==> src/rtl/feature_pack.sv <==
// feature_pack: serial-to-parallel packer. Collects one signed element per
// accepted beat into lane idx of a wide bus, then presents the whole frame
// on a valid/ready handshake before collecting the next one.
module feature_pack #(
  parameter int data_width = 16,
  parameter int numofinput = 100
) (
  input  logic                               clk,
  input  logic                               rst_n,
  input  logic [data_width-1:0]              in_data,
  input  logic                               in_valid,
  input  logic                               in_last,
  output logic                               in_ready,
  output logic [numofinput*data_width-1:0]   f_out,
  output logic                               out_valid,
  input  logic                               out_ready,
  output logic                               short_frame,
  output logic [15:0]                        frame_cnt
);

  // Handshake semantics (both ports): a transfer happens on a rising edge
  // where valid and ready are both 1. Ready and valid here come only from
  // registered state, so neither depends combinationally on the partner.

  localparam int IDXW = (numofinput > 1) ? $clog2(numofinput) : 1;
  localparam logic [IDXW-1:0] LAST_IDX = IDXW'(numofinput - 1);

  typedef enum logic {
    FILL = 1'b0,
    FULL = 1'b1
  } state_t;

  state_t                            state_q, state_d;
  logic [IDXW-1:0]                   idx_q, idx_d;
  logic [numofinput*data_width-1:0]  f_q, f_d;
  logic                              short_q, short_d;
  logic [15:0]                       cnt_q, cnt_d;

  // Next-state logic: write the current lane while filling, clear on delivery.
  always_comb begin
    state_d = state_q;
    idx_d   = idx_q;
    f_d     = f_q;
    short_d = short_q;
    cnt_d   = cnt_q;
    case (state_q)
      FILL: begin
        if (in_valid) begin
          f_d[idx_q*data_width +: data_width] = in_data;
          if ((idx_q == LAST_IDX) || in_last) begin
            state_d = FULL;
            idx_d   = '0;
            // in_last on the final lane is an ordinary full frame
            short_d = in_last && (idx_q != LAST_IDX);
          end else begin
            idx_d = idx_q + 1'b1;
          end
        end
      end
      FULL: begin
        if (out_ready) begin
          state_d = FILL;
          f_d     = '0;  // unwritten lanes of a later short frame read 0
          short_d = 1'b0;
          cnt_d   = cnt_q + 16'd1;
        end
      end
      default: state_d = FILL;
    endcase
  end

  // State registers; reset discards any partial frame and wins over a handshake.
  always_ff @(posedge clk) begin
    if (!rst_n) begin
      state_q <= FILL;
      idx_q   <= '0;
      f_q     <= '0;
      short_q <= 1'b0;
      cnt_q   <= 16'd0;
    end else begin
      state_q <= state_d;
      idx_q   <= idx_d;
      f_q     <= f_d;
      short_q <= short_d;
      cnt_q   <= cnt_d;
    end
  end

  assign in_ready    = (state_q == FILL);
  assign out_valid   = (state_q == FULL);
  assign f_out       = f_q;
  assign short_frame = short_q;
  assign frame_cnt   = cnt_q;

endmodule
==> config.mk <==
export PLATFORM = sky130hd
export DESIGN_NAME = feature_pack
export DESIGN_NICKNAME = d
export VERILOG_FILES = /design/src/rtl/feature_pack.sv
export SDC_FILE = /design/constraint.sdc
export NUM_CORES = 2
export LEC_CHECK = 0
export BUFFER_PORTS_ARGS = -buffer_cell sky130_fd_sc_hd__buf_2
export CAP_MARGIN = 20
export CORE_AREA = 2 2 632 634
export DETAILED_ROUTE_END_ITERATION = 10
export DIE_AREA = 0 0 634 636
export PLACE_DENSITY = 0.31
export SLEW_MARGIN = 20
export SYNTH_ARGS = -nofsm -noshare
export SYNTH_HDL_FRONTEND = slang
export SYNTH_SLANG_ARGS = --single-unit
export TNS_END_PERCENT = 30
==> constraint.sdc <==
create_clock -name clk -period 8.4 [get_ports clk]
set_input_delay 0.42 -clock clk [delete_from_list [all_inputs] [get_ports clk]]
set_output_delay 0.42 -clock clk [all_outputs]
set_load 0.005 [all_outputs]
==> insert_results.sql <==
INSERT INTO impl_metrics (metric_group, metric, value, unit) VALUES
('worst_setup_path', 'timing.rr.end', 'f_out[1171]', ''),
('floorplan', 'dieArea', '403000', 'sq um'),
('detailed_routing', 'routedWlPerCell', '35.3', 'um'),
('yosys', 'synth-async-reset-ratio', '0', '%'),
('timing', 'setup-violations-final', '0', ''),
('grt', 'globalRouteTotalUtil', '21.7', '%'),
('timing', 'fin_setup_tns', '0', 'ns'),
('timing', 'fin_skew', '0.0714', 'ns'),
('flow_run', 'drv_cap', '0', ''),
('clock_network', 'tritoncts.num_buffers', '214', ''),
('detailed_routing', 'viasPerCell', '4.53', ''),
('yosys', 'seq_area_frac_synth', '53.8', '%'),
('grt', 'global_route_wire_length_before_repair', '591000', 'um'),
('clock_network', 'post_cts_resized', '0', ''),
('worst_hold_path', 'whs_endpoint', 'f_out[985]', ''),
('yosys', 'syn_nets', '6108', ''),
('timing', 'maxSlewViolCount', '0', ''),
('clock_network', 'htree_levels', '4', ''),
('grt', 'grt_antenna_before_repair', '41', ''),
('power_and_ir_drop', 'reg_power_share', '41.5', '%'),
('worst_hold_path', 'worstHoldPathType', 'in -> reg', ''),
('outcome', 'outcome', 'finished, final reports clean', ''),
('worst_hold_path', 'hold-path-cell-count', '4', ''),
('floorplan', 'core_area', '397000', 'sq um'),
('finish', 'commonest_cells_after_routing_fill_and_taps_aside', '1636 x buf_2, 1625 x dfxtp_1, 612 x nand2_1', ''),
('yosys', 'ys_seq_elements', '1625', ''),
('yosys', 'yosys_warnings', '0', ''),
('timing', 'unrepaired_setup_endpoints_after_global_routing', 'false', ''),
('detailed_routing', 'routed_wire_length', '457000', 'um'),
('clock_network', 'hold_buffer_count_at_cts', '7', ''),
('clock_network', 'worst_skew_pair.late_latency', '0.93', 'ns'),
('finish', 'area_delta_synth_final', '37.4', '%'),
('power_and_ir_drop', 'ir_worst_vdd', '0.000189', 'V'),
('power_and_ir_drop', 'clock_power_share', '53.0', '%'),
('grt', 'gr-total-overflow', '0', ''),
('place', 'dp.cells', '12500', ''),
('timing', 'tightest_slew', '1.20', 'ns'),
('yosys', 'yosysUniqueCellTypes', '91', ''),
('detailed_routing', 'initialDrtViolationCount', '4795', ''),
('yosys', 'synth-edff-count', '0', ''),
('timing', 'post_route_fraction_of_the_period_consumed_by_the_critical_path', '68.1', '%'),
('detailed_routing', 'drt_pre_antenna_iters', '6', ''),
('clock_network', 'cts.root.buffer_cell', 'clkbuf_16', ''),
('clock_network', 'clk_path_buf_depth', '4', ''),
('clock_network', 'cts_tree', 'yes', ''),
('power_and_ir_drop', 'net-switching-power', '4.95', 'mW'),
('worst_setup_path', 'critPathKind', 'reg -> reg', ''),
('worst_setup_path', 'worstSetupStartpointType', 'flop', ''),
('detailed_routing', 'drc_errors', '0', ''),
('worst_setup_path', 'worst-path-max-fanout', '68', ''),
('detailed_routing', 'antenna_violating_nets_post_route', '0', ''),
('yosys', 'postSynthCellCount', '6083', ''),
('floorplan', 'chipWidth', '634', 'um'),
('power_and_ir_drop', 'pwr-share-comb', '5.5', '%'),
('power_and_ir_drop', 'p_per_area', '224', 'nW/um^2'),
('timing', 'slew_headroom', '19.2', '%'),
('floorplan', 'io_pins', '1640', ''),
('place', 'place.port_buffers', '1639', ''),
('yosys', 'mappedNetlistArea', '60400', 'sq um'),
('timing', 'finalHoldViolations', '0', ''),
('yosys', 'synth_area_per_cell', '9.94', 'sq um'),
('floorplan', 'floorplan.die.height', '636', 'um'),
('finish', 'layout-drive-gt1-share', '33.4', '%'),
('worst_setup_path', 'rr_worst_depth', '10', ''),
('worst_hold_path', 'timing.hold.worst.start', 'in_data[9]', ''),
('worst_setup_path', 'flop_to_flop_setup_slack', '2.68', 'ns'),
('clock_network', 'worst_setup_hold_path_clk_slew', '0.06', 'ns'),
('finish', 'mostFrequentLayoutCell', 'buf_2', ''),
('grt', 'grt_start_max_net_pins', '174', ''),
('place', 'hpwlAfterDp', '328000', 'um'),
('timing', 'layout_setup_ws', '2.68', 'ns');
[power by group through the flow]
stage / Clock (mW) / Sequential, mW / Combinational (mW)
6_report: 9.86 / 7.72 / 1.03
5_1_grt: 10.4 / 7.72 / 1.07
4_1_cts: 10.2 / 7.72 / 1.05
3_5_place_dp: 0 / 7.89 / 1.05
3_3_place_gp: 0 / 7.89 / 1.05
2_1_floorplan: 0 / 7.89 / 0.402
[state kept, by name (all words and copies together), names as in the netlist]
name,flops
f_out,1600
frame_cnt,16
idx_q,7
out_valid,1
short_frame,1
[Yosys cell counts (5+ instances only)]
| master | instances | share of area [%] |
|---|---|---|
| o21ai_0 | 123 | 1.0 |
| o211ai_1 | 348 | 4.3 |
| nor3b_1 | 6 | 0.075 |
| a211oi_1 | 20 | 0.25 |
| nand2b_1 | 9 | 0.093 |
| a31o_2 | 86 | 1.2 |
| o2bb2ai_1 | 221 | 3.2 |
| xor2_1 | 10 | 0.14 |
| nor4_1 | 16 | 0.17 |
| buf_2 | 123 | 1.0 |
| and2_1 | 35 | 0.36 |
| clkbuf_1 | 534 | 3.3 |
| a31oi_1 | 21 | 0.22 |
| o31ai_1 | 28 | 0.35 |
| nand3_1 | 435 | 3.6 |
| or3_1 | 14 | 0.14 |
| o41ai_1 | 15 | 0.22 |
| a22o_1 | 235 | 3.4 |
| and3_1 | 26 | 0.27 |
| buf_1 | 28 | 0.17 |
| mux2i_1 | 336 | 5.6 |
| a21oi_1 | 428 | 3.5 |
| o21ai_1 | 17 | 0.14 |
| o2111ai_1 | 54 | 0.78 |
| a21oi_2 | 6 | 0.087 |
| o21a_1 | 9 | 0.11 |
| nor2_1 | 87 | 0.54 |
| nor2b_1 | 6 | 0.062 |
| nand4_1 | 107 | 1.1 |
| o22ai_1 | 15 | 0.16 |
| a31o_1 | 10 | 0.14 |
| nand2_1 | 626 | 3.9 |
| or2_2 | 5 | 0.052 |
| dfxtp_1 | 1625 | 54 |
| nor3_1 | 38 | 0.31 |
| a32o_1 | 164 | 2.7 |
| buf_4 | 17 | 0.21 |
| xnor2_1 | 11 | 0.16 |
| inv_1 | 14 | 0.087 |
| a2111oi_0 | 78 | 1.1 |
[metrics by stage]
stage / util (%) / total power, mW / instance area, sq um
finish: 20.9 / 18.6 / 83000
CTS: 20.9 / 18.9 / 82900
global placement: 19.0 / 8.94 / 75300
floorplan: - / 8.29 / 60400
detailed placement: 19.0 / 8.94 / 75500
global route: 20.9 / 19.2 / 83000
[kinds of logic (layout without fill, tap and decap cells)]
kind of cell               count (synthesis)  count (layout)  synth area share [%]
AOI/OAI and AO/OA                       1923            1923                  24.0
DFF                                     1625            1625                  53.8
and+or+nand+nor                         1453            1453                  11.4
buffers and inverters                    720            2297                  4.86
muxes                                    337             337                  5.58
xor gates and xnor gates                  21              21                 0.304
adders and majority gates                  4               4                0.0828
other                                      0               8                     0
[how the worst max path moves through the flow]
stage               startpoint           to  slack, ns  cells after the start
floorplan             idx_q[0]   f_out[601]       4.58                     16
global placement      idx_q[0]  f_out[1203]       2.87                     10
detailed placement    idx_q[0]  f_out[1177]       2.76                     10
CTS                   idx_q[0]  f_out[1171]       2.73                     10
global route          idx_q[0]  f_out[1180]       2.39                     10
finish                idx_q[0]  f_out[1171]       2.68                     10
[layer usage]
metal | GRT usage [%] | routed length (um) | share of wire (%) | vias to the layer above
met5 | 0 | 0 | 0 | -
met4 | 6.75 | 16200 | 3.5 | 0
met3 | 5.34 | 31800 | 6.9 | 454
met2 | 38.7 | 230000 | 50 | 2340
met1 | 25.2 | 179000 | 39 | 30200
li1 | - | - | - | 25600
[cell type report]
cell class / instances / area, sq um / share of cell area, %
sequential: 1625 / 32500 / 39.2
multi-input combinational: 3738 / 26200 / 31.5
timing repair buffer: 1888 / 10200 / 12.3
tap: 5265 / 6590 / 7.93
clock buffer: 300 / 6250 / 7.53
clock inverter: 94 / 1150 / 1.39
inverter: 15 / 63.8 / 0.0768
antenna: 8 / 20.0 / 0.0241
[critical path: stages, from the launching register on]
cell      delay (ns)
dfxtp_1         0.85
inv_1           0.26
ha_1            0.50
nor3b_1         0.25
ha_1            0.29
buf_4           0.22
or3b_2          0.60
a311oi_4        0.74
buf_4           0.79
a31oi_2         0.62
a22o_1          0.41
(Power assumes the default switching activity.)
